===== src/rtl/reg_bus_pkg.sv =====
// Shared constants and state encoding for the register-bus initiator.
package reg_bus_pkg;

  localparam int DEF_ADDR_W  = 8;
  localparam int DEF_DATA_W  = 32;
  localparam int DEF_TIMEOUT = 16;
  localparam int CNT_W       = 8;

  typedef enum logic [1:0] {
    ST_IDLE   = 2'd0,
    ST_ACCESS = 2'd1,
    ST_RESP   = 2'd2
  } state_t;

endpackage


===== src/rtl/reg_bus_initiator_if.sv =====
// Command/response and peripheral bus signals of the register-bus initiator.
interface reg_bus_initiator_if
  import reg_bus_pkg::*;
#(
  parameter int ADDR_W = DEF_ADDR_W,
  parameter int DATA_W = DEF_DATA_W
);

  logic              cmd_valid;
  logic              cmd_ready;
  logic              cmd_write;
  logic [ADDR_W-1:0] cmd_addr;
  logic [DATA_W-1:0] cmd_wdata;
  logic              rsp_valid;
  logic [DATA_W-1:0] rsp_rdata;
  logic              rsp_err;
  logic              bus_req;
  logic              bus_we;
  logic [ADDR_W-1:0] bus_addr;
  logic [DATA_W-1:0] bus_wdata;
  logic              bus_ack;
  logic [DATA_W-1:0] bus_rdata;

  // master: the initiator itself; slave: command source plus peripheral
  modport master (
    input  cmd_valid, cmd_write, cmd_addr, cmd_wdata, bus_ack, bus_rdata,
    output cmd_ready, rsp_valid, rsp_rdata, rsp_err,
    output bus_req, bus_we, bus_addr, bus_wdata
  );

  modport slave (
    output cmd_valid, cmd_write, cmd_addr, cmd_wdata, bus_ack, bus_rdata,
    input  cmd_ready, rsp_valid, rsp_rdata, rsp_err,
    input  bus_req, bus_we, bus_addr, bus_wdata
  );

endinterface


===== src/rtl/reg_bus_initiator.sv =====
// Single-outstanding register-bus initiator with ack timeout.
//   state     | meaning
//   ST_IDLE   | cmd_ready high, waiting for a command
//   ST_ACCESS | bus_req held, waiting for bus_ack or timeout
//   ST_RESP   | result latched, publishes rsp_valid on the way back to IDLE
module reg_bus_initiator
  import reg_bus_pkg::*;
#(
  parameter int ADDR_W  = DEF_ADDR_W,
  parameter int DATA_W  = DEF_DATA_W,
  parameter int TIMEOUT = DEF_TIMEOUT
) (
  input  logic                clk,
  input  logic                rst,
  reg_bus_initiator_if.master bus
);

  localparam logic [CNT_W-1:0] CNT_LAST = CNT_W'(TIMEOUT - 1);

  state_t             r_state;
  logic               r_cmd_ready;
  logic               r_rsp_valid;
  logic [DATA_W-1:0]  r_rsp_rdata;
  logic               r_rsp_err;
  logic               r_bus_req;
  logic               r_bus_we;
  logic [ADDR_W-1:0]  r_bus_addr;
  logic [DATA_W-1:0]  r_bus_wdata;
  logic [CNT_W-1:0]   r_cnt;
  logic [DATA_W-1:0]  r_hold_rdata;
  logic               r_hold_err;

  // Result is staged so rsp_rdata/rsp_err only change together with rsp_valid.
  always_ff @(posedge clk or posedge rst) begin
    if (rst) begin
      r_state      <= ST_IDLE;
      r_cmd_ready  <= 1'b1;
      r_rsp_valid  <= 1'b0;
      r_rsp_rdata  <= '0;
      r_rsp_err    <= 1'b0;
      r_bus_req    <= 1'b0;
      r_bus_we     <= 1'b0;
      r_bus_addr   <= '0;
      r_bus_wdata  <= '0;
      r_cnt        <= '0;
      r_hold_rdata <= '0;
      r_hold_err   <= 1'b0;
    end else begin
      r_rsp_valid <= 1'b0;
      case (r_state)
        ST_IDLE: begin
          if (bus.cmd_valid) begin
            r_bus_we    <= bus.cmd_write;
            r_bus_addr  <= bus.cmd_addr;
            r_bus_wdata <= bus.cmd_wdata;
            r_bus_req   <= 1'b1;
            r_cnt       <= '0;
            r_cmd_ready <= 1'b0;
            r_state     <= ST_ACCESS;
          end
        end
        ST_ACCESS: begin
          // ack takes priority over the timeout limit
          if (bus.bus_ack) begin
            r_bus_req    <= 1'b0;
            r_hold_rdata <= r_bus_we ? '0 : bus.bus_rdata;
            r_hold_err   <= 1'b0;
            r_state      <= ST_RESP;
          end else if (r_cnt == CNT_LAST) begin
            r_bus_req    <= 1'b0;
            r_hold_rdata <= '0;
            r_hold_err   <= 1'b1;
            r_state      <= ST_RESP;
          end else begin
            r_cnt <= r_cnt + 1'b1;
          end
        end
        ST_RESP: begin
          r_rsp_valid <= 1'b1;
          r_rsp_rdata <= r_hold_rdata;
          r_rsp_err   <= r_hold_err;
          r_cmd_ready <= 1'b1;
          r_state     <= ST_IDLE;
        end
        default: begin
          r_bus_req   <= 1'b0;
          r_cmd_ready <= 1'b1;
          r_state     <= ST_IDLE;
        end
      endcase
    end
  end

  assign bus.cmd_ready = r_cmd_ready;
  assign bus.rsp_valid = r_rsp_valid;
  assign bus.rsp_rdata = r_rsp_rdata;
  assign bus.rsp_err   = r_rsp_err;
  assign bus.bus_req   = r_bus_req;
  assign bus.bus_we    = r_bus_we;
  assign bus.bus_addr  = r_bus_addr;
  assign bus.bus_wdata = r_bus_wdata;

endmodule


===== src/flat_wrapper.sv =====
// flat-port wrapper written by rule: the top's interface ports become plain ports
module reg_bus_initiator_flat import reg_bus_pkg::*;
#(
  parameter int ADDR_W  = DEF_ADDR_W,
  parameter int DATA_W  = DEF_DATA_W,
  parameter int TIMEOUT = DEF_TIMEOUT
)
  (clk, rst, bus_cmd_valid, bus_cmd_write, bus_cmd_addr, bus_cmd_wdata, bus_bus_ack, bus_bus_rdata, bus_cmd_ready, bus_rsp_valid, bus_rsp_rdata, bus_rsp_err, bus_bus_req, bus_bus_we, bus_bus_addr, bus_bus_wdata);
  reg_bus_initiator_if #(.ADDR_W(ADDR_W), .DATA_W(DATA_W)) bus_i ();
  input  logic clk;
  input  logic rst;
  input wire logic [$bits(bus_i.cmd_valid)-1:0] bus_cmd_valid;
  input wire logic [$bits(bus_i.cmd_write)-1:0] bus_cmd_write;
  input wire logic [$bits(bus_i.cmd_addr)-1:0] bus_cmd_addr;
  input wire logic [$bits(bus_i.cmd_wdata)-1:0] bus_cmd_wdata;
  input wire logic [$bits(bus_i.bus_ack)-1:0] bus_bus_ack;
  input wire logic [$bits(bus_i.bus_rdata)-1:0] bus_bus_rdata;
  output wire logic [$bits(bus_i.cmd_ready)-1:0] bus_cmd_ready;
  output wire logic [$bits(bus_i.rsp_valid)-1:0] bus_rsp_valid;
  output wire logic [$bits(bus_i.rsp_rdata)-1:0] bus_rsp_rdata;
  output wire logic [$bits(bus_i.rsp_err)-1:0] bus_rsp_err;
  output wire logic [$bits(bus_i.bus_req)-1:0] bus_bus_req;
  output wire logic [$bits(bus_i.bus_we)-1:0] bus_bus_we;
  output wire logic [$bits(bus_i.bus_addr)-1:0] bus_bus_addr;
  output wire logic [$bits(bus_i.bus_wdata)-1:0] bus_bus_wdata;
  assign bus_i.cmd_valid = bus_cmd_valid;
  assign bus_i.cmd_write = bus_cmd_write;
  assign bus_i.cmd_addr = bus_cmd_addr;
  assign bus_i.cmd_wdata = bus_cmd_wdata;
  assign bus_i.bus_ack = bus_bus_ack;
  assign bus_i.bus_rdata = bus_bus_rdata;
  assign bus_cmd_ready = bus_i.cmd_ready;
  assign bus_rsp_valid = bus_i.rsp_valid;
  assign bus_rsp_rdata = bus_i.rsp_rdata;
  assign bus_rsp_err = bus_i.rsp_err;
  assign bus_bus_req = bus_i.bus_req;
  assign bus_bus_we = bus_i.bus_we;
  assign bus_bus_addr = bus_i.bus_addr;
  assign bus_bus_wdata = bus_i.bus_wdata;
  reg_bus_initiator #(.ADDR_W(ADDR_W), .DATA_W(DATA_W), .TIMEOUT(TIMEOUT)) u_core (.clk(clk), .rst(rst), .bus(bus_i));
endmodule

===== config.mk =====
export PLATFORM = sky130hd
export DESIGN_NAME = reg_bus_initiator_flat
export DESIGN_NICKNAME = d
export VERILOG_FILES = /design/src/rtl/reg_bus_pkg.sv /design/src/rtl/reg_bus_initiator_if.sv /design/src/rtl/reg_bus_initiator.sv /design/src/flat_wrapper.sv
export SDC_FILE = /design/constraint.sdc
export NUM_CORES = 1
export LEC_CHECK = 0
export BUFFER_PORTS_ARGS = -buffer_cell sky130_fd_sc_hd__buf_2
export CAP_MARGIN = 40
export CELL_PAD_IN_SITES_DETAIL_PLACEMENT = 0
export CELL_PAD_IN_SITES_GLOBAL_PLACEMENT = 1
export CORE_MARGIN = 1.5
export CORE_UTILIZATION = 40
export CTS_CLUSTER_SIZE = 16
export DETAILED_ROUTE_END_ITERATION = 16
export PLACE_DENSITY_LB_ADDON = 0.3
export SLEW_MARGIN = 15
export SYNTH_ARGS = -nofsm -noshare
export SYNTH_HDL_FRONTEND = slang
export SYNTH_SLANG_ARGS = --single-unit

===== constraint.sdc =====
create_clock -name clk -period 4.3 [get_ports clk]
set_input_delay 0.645 -clock clk [delete_from_list [all_inputs] [get_ports clk]]
set_output_delay 0.645 -clock clk [all_outputs]
set_load 0.1 [all_outputs]

# Word-level counts from Yosys, hierarchy flattened
# Index checks and enable logic that the tools add are counted.
# word_totals
register_bits	120
in_bits	77
output_inout_bits	77
elab_cells	51
# classes
add_sub_neg	1
eq_ne	7
n_mux	20
bitwise_logic	2
reduce_logical	9
# ops
operator	n
2-to-1 mux 32 bit	3
2-to-1 mux 8 bit	3
one-hot mux 8 bit (2 select lines)	1
adder 8 x 1 -> 8 bit, second input constant	1
== test 8 x 4 -> 1 bit, second input constant	1
AND reduction 2 bit	4
2-to-1 mux 1 bit	7
2-to-1 mux 2 bit	3
inequality test 2 bit, second input constant	3
one-hot mux 2 bit (2 select lines)	1
AND reduction 4 bit	1
nonzero test 2 bit	2
inequality test 3 x 2 -> 1 bit, second input constant	1
one-hot mux 1 bit (3 select lines)	1
AND reduction 3 bit	1
== test 2 x 1 -> 1 bit, second input constant	1
== test 2 bit, second input constant	1
zero test 2 bit	1
NOT 1 bit	2
one-hot mux 1 bit (2 select lines)	1

# Longest topological paths before layout
# Gate-level depths: netlist of the first run.
# logic_depth
depth_word	4
depth_mapped	6
mapped_depth_nobuf	5

# Worst setup path before layout of the first run
# No wires, ideal clock.
# synth_path
kind	in2reg
from	input port bus_cmd_valid
to	register u_core.r_bus_we, in the netlist u_core.bus.bus_we
setup_ns	0.128
t_arrival_ns	1.594
required_ns	4.172
setup_slack_ns	2.577
cell_stages	4
path_buffers	2
path_cell_list	nor3b_1 > buf_2 > buf_2 > mux2_1
# synth_via
elab_chain_cells	1
# synth_rtl
item	line_no	source
start, declared	flat_wrapper.sv:12	input wire logic [$bits(bus_i.cmd_valid)-1:0] bus_cmd_valid;
AND reduction 2 bit (no source line)	--	
end signal, assigned	reg_bus_initiator.sv:53	r_bus_we <= bus.cmd_write;
end, declared	reg_bus_initiator.sv:26	logic r_bus_we;
# Every way passes these cells.
# A chain may end at the register's enable or synchronous reset.

# Final worst setup path of the first run
# layout_path
from	register u_core.r_cmd_ready, in the netlist u_core.bus.cmd_ready
to	output port bus_cmd_ready
# layout_rtl
item	line_no	source
start, declared	reg_bus_initiator.sv:21	logic r_cmd_ready;
start signal, assigned	reg_bus_initiator.sv:37	r_cmd_ready <= 1'b1;
start signal, assigned	reg_bus_initiator.sv:58	r_cmd_ready <= 1'b0;
start signal, assigned	reg_bus_initiator.sv:82	r_cmd_ready <= 1'b1;
end, declared	flat_wrapper.sv:18	output wire logic [$bits(bus_i.cmd_ready)-1:0] bus_cmd_ready;
# No word-level cell between the ends.

==> results of run 1 <==
through the flow:
stage	utilization	hold slack, ns	setup WS (ns)	std cells
floorplan	-	0.4585	0.4708	304
global placement	0.4965	0.4624	2.214	585
detailed placement	0.5040	0.4694	2.280	588
CTS	0.5559	0.1746	2.276	620
global route	0.5559	0.2006	2.264	620
finish	0.5559	0.1841	2.294	620
state kept, by name (all words and copies together) (netlist names):
signal and flops:
u_core.bus.bus_req 1, u_core.bus.bus_we 1, u_core.r_hold_err 1, u_core.bus.bus_addr 8, u_core.bus.cmd_ready 1, u_core.r_state 2, u_core.bus.rsp_err 1, u_core.r_hold_rdata 32
u_core.bus.bus_wdata 32, u_core.bus.rsp_rdata 32, u_core.r_cnt 8, u_core.bus.rsp_valid 1
cell usage after synthesis, types with 2 or more instances:
library cell | n | area [um^2]
o21ai_1 | 4 | 20.02
nor3_1 | 2 | 10.01
mux2_1 | 64 | 720.7
a31oi_1 | 3 | 18.77
nand2_1 | 4 | 15.01
inv_1 | 4 | 15.01
buf_2 | 12 | 60.06
o21ai_0 | 3 | 15.01
a22o_1 | 32 | 280.3
buf_6 | 3 | 33.78
mux2_2 | 10 | 112.6
dfrtp_1 | 119 | 2978
a21oi_1 | 9 | 45.04
nor2_1 | 6 | 22.52
inv_2 | 2 | 7.510
nand2b_1 | 4 | 25.02
nand3_1 | 5 | 25.02
final cells by class:
| cell class | instances | area [um^2] |
|---|---|---|
| clock inverter | 13 | 130.1 |
| sequential | 120 | 3004 |
| multi-input combinational | 161 | 1469 |
| timing repair buffer | 161 | 885.9 |
| clock buffer | 19 | 442.9 |
| tap | 140 | 175.2 |
| fill | 949 | 4898 |
| inverter | 6 | 25.02 |
cell families after synthesis:
logic type               synth area share
AO/OA/AOI/OAI                     0.09545
adder cells (fa/ha/maj)          0.002727
AND/OR/NAND/NOR                   0.03545
buffers and inverters             0.02782
flip-flops                         0.6548
multiplexers                       0.1838
final timing paths:
check	startpoint	to	slack [ns]	depth (start not counted)
setup / recovery	u_core.bus.cmd_ready	bus_cmd_ready	2.29	1
setup reg to reg	u_core.r_state[1]	u_core.r_hold_rdata[20]	2.42	4
hold / removal	rst	u_core.bus.bus_wdata[0]	0.18	2
hold reg to reg	u_core.bus.bus_wdata[17]	u_core.bus.bus_wdata[17]	0.48	1
max in group asynchronous	rst	u_core.bus.rsp_rdata[19]	3.14	4
min in group clk	bus_cmd_wdata[14]	u_core.bus.bus_wdata[14]	0.45	2
per-layer routing:
layer,global-route usage,vias up,part of all wire
met3,0.06232,11,0.094
met1,0.2147,1541,0.46
met2,0.2387,124,0.44
li1,-,1429,-
met4,0.08059,0,0.014
met5,0,-,0
==> run metrics, run 1 <==
min Tclk post-route=~2 ns; CTS Buf Count=17; max_slew headroom=0.5666; Via density=5.008; synthesis warning total=0; DRC=0; share of cells above drive strength 1=0.4438; GR Overflow Total=0; cts hold-fix bufs=0; final number of setup-violating endpoints=0; die width=110.1 um; Critical Path Start Type=flop; Largest stage delay, worst path=about 0.53 ns; DIE AREA=12120 um^2; Layout area overhead=33.65%; Hold Path Class=in -> async; predominant post-synthesis flop cell=dfrtp_1; Die Y=between 100 and 150 um; Cell Chain, Critical Path=buf_2; most frequent cells in the layout=buf_2, dfrtp_1, mux2_1; Vias=approximately 3.1k; clk slew on worst S/H paths=around 0.060 ns; clock latency on the worst-skew pair=between 0.4 and 0.5 ns; TritonCTS clock tree=built; clock sink count=120; Post-Syn Area per Cell=roughly 15 um^2; setup bufs post-CTS=0; FP Rows=38; Synth Instances=just over 300; Max-cap violations=0; slowest CP cell=dfstp_2; Overall Global Routing Usage=0.1640; final instance area=6132 um^2; placer congestion estimate=around 0.74; Max Slew Vio Count=0; # IOs=between 150 and 200; largest net degree at the start of global routing=56; post-CTS sizing=0; worst endpoint required time=3.65 ns; Worst Max-Slew Pin Slew=between 0.6 and 0.7 ns; Fin. Hold Viols=0; flops & latches, synth=120; n_diodes=0; outcome=finished, final reports clean; RSZ-0062 raised after global routing=false; PortBufs=about 150; Critical path buffers and inverters=1; delay-heaviest family, CP=flip-flops; Post-Syn Nets=382; largest buffer count on any clock path=2; post-DP HPWL=roughly 6.4 mm; register area share after synthesis=0.6548; Post-synth EDFFs=0; Starting Density=0.4159; first-pass GRT wire length=between 10 and 15 mm; initial DRC count=126; Core ar.=11030 um^2; most common cell after layout, fill and taps aside=buf_2; DP Area=around 5600 um^2; antenna-violating nets left=0; Post-Syn Area=4588 um^2; Tcrit/Tclk final=0.4665; final net count=roughly 550; CTS HTree Levels=4; Netlist cell types=35; routed len/inst=between 10 and 15 um; clock tree root driver cell=clkbuf_16; FFs w/ async S/R, synth=1.000; WL final=about 9.3 mm; top achievable clock speed=between 0.4 and 0.5 GHz; critical path fanouts, max=2; DRT Pass-1 Iters=4; vias in the first global route=just over 3k; Setup crit end kind=output pin; setup TNS=0 ns; CP arrival=roughly 1.4 ns; Clock Skews=slightly below 0.01 ns; critical path class=reg -> out; antenna violations before repair=0
Power of run 1 is left out: the tool's default activity adds up to more than one toggle a clock period on the data nets, which glitch-free logic cannot reach.
==> run 2: changes to the inputs <==
==> constraint.sdc (replaced) <==
create_clock -name clk -period 2 [get_ports clk]
set_input_delay 0.3 -clock clk [delete_from_list [all_inputs] [get_ports clk]]
set_output_delay 0.3 -clock clk [all_outputs]
set_load 0.1 [all_outputs]
==> run metrics, run 2 (synthesis results as in run 1) <==
Layout area overhead=36.02%; critical path class=reg -> reg; post-CTS sizing=0; Tcrit/Tclk final=0.8963; CP arrival=approximately 2.1 ns; top achievable clock speed=approximately 0.56 GHz; setup TNS=0 ns; worst endpoint required time=between 2 and 2.5 ns; worst setup path endpoint=u_core.r_cnt[2]; # IOs=154; crit path from=u_core.r_cnt[0]; initial DRC count=approximately 170; cells on worst reg2reg path=5; Max-cap violations=0; max_slew headroom=0.5836; most frequent cells in the layout=buf_2, dfrtp_1, mux2_1; GR Overflow Total=0; min Tclk post-route=~1.8 ns; die width=110.1 um; r2r endpoint=u_core.r_cnt[2]; Max Slew Vio Count=0; clock latency on the worst-skew pair=~0.40 ns; Worst Max-Slew Pin Slew=0.6233 ns; clock sink count=120; post-DP HPWL=between 6 and 7 mm; routed len/inst=15.18 um; n_diodes=0; clock tree root driver cell=clkbuf_16; Via density=around 4.9; largest buffer count on any clock path=2; CTS Buf Count=17; critical path fanouts, max=6; Hold Path Class=in -> reg; antenna-violating nets left=0; clk slew on worst S/H paths=roughly 0.05 ns; CTS HTree Levels=4; Critical Path Start Type=flop; worst r2r src=u_core.r_cnt[0]; FP Rows=38; DIE AREA=between 10000 and 15000 um^2; setup bufs post-CTS=0; vias in the first global route=around 3.2k; Clock Skews=between 0.006 and 0.007 ns; final instance area=~6200 um^2; Vias=around 3k; largest net degree at the start of global routing=48; Core ar.=11030 um^2; antenna violations before repair=0; Starting Density=0.4159; final number of setup-violating endpoints=0; Hold WS=roughly 0.11 ns; RSZ-0062 raised after global routing=false; outcome=finished, final reports clean; final net count=549; DP Area=5585 um^2; TritonCTS clock tree=built; Setup crit end kind=flop; first-pass GRT wire length=~15 mm; WL final=9.456 mm; most common cell after layout, fill and taps aside=buf_2; Die Y=110.1 um; Overall Global Routing Usage=0.1679; DRC=0; share of cells above drive strength 1=0.4410; Fin. Hold Viols=0; reg-to-reg setup timing slack=~0.21 ns; placer congestion estimate=0.7575; DRT Pass-1 Iters=4; PortBufs=between 150 and 200
## run 2: changes by cell type in the layout (fill, tap and decap cells not counted), sizes merged
cell,delta
clkinv,-6
clkbuf,+4
buf,+3
bufinv,+3
clkinvlp,-1
dlygate4sd3,+1
inv,-1
## run 2: timing repair
| action | 4_1_cts | 5_1_grt |
|---|---|---|
| endpoints found under the hold margin | 23 | 0 |
| endpoints found under the setup margin | 0 | 0 |
| hold buffers | 1 | 0 |
## run 2: how the worst min path moves through the flow
| stage | startpoint | end | slack, ns | cells after the start |
|---|---|---|---|---|
| floorplan | bus_bus_rdata[0] | u_core.r_hold_rdata[0] | 0.43 | 1 |
| global placement | rst | u_core.bus.bus_addr[5] | 0.42 | 2 |
| detailed placement | rst | u_core.bus.bus_addr[5] | 0.42 | 2 |
| CTS | bus_cmd_wdata[9] | u_core.bus.bus_wdata[9] | 0.09 | 2 |
| global route | bus_cmd_write | u_core.bus.bus_we | 0.09 | 2 |
| finish | bus_cmd_wdata[9] | u_core.bus.bus_wdata[9] | 0.11 | 2 |
## run 2: worst max-delay path, cell delays in order (launching register included)
cell      delay, ns
dfrtp_1        0.40
ha_1           0.25
and3_1         0.24
a211oi_2       0.43
o22ai_1        0.16
a21o_1         0.19
## run 2: metal layers
layer	routed length (um)	global-route usage	part of all wire	vias to the layer above
li1	-	-	-	1437
met5	0	0	0	-
met2	4152	0.2440	0.44	123
met1	4303	0.2181	0.46	1506
met4	76	0.05495	0.0080	0
met3	923	0.08466	0.098	7
## run 2: metrics by stage
step           std cells  setup WS (ns)  utilization
3_5_place_dp         591         0.2587       0.5064
6_report             623         0.2074       0.5658
5_1_grt              623        0.09926       0.5658
2_1_floorplan        304         0.2315            -
4_1_cts              623         0.2242       0.5658
3_3_place_gp         591         0.2783       0.5064
## run 2: cell type report
| cell class | count | area [um^2] |
|---|---|---|
| timing repair buffer | 165 | 920.9 |
| multi-input combinational | 161 | 1469 |
| tap | 140 | 175.2 |
| sequential | 120 | 3004 |
| inverter | 6 | 26.28 |
| clock buffer | 23 | 478.0 |
| clock inverter | 8 | 167.7 |
| fill | 919 | 4790 |
Power of run 2 is left out for the same reason.
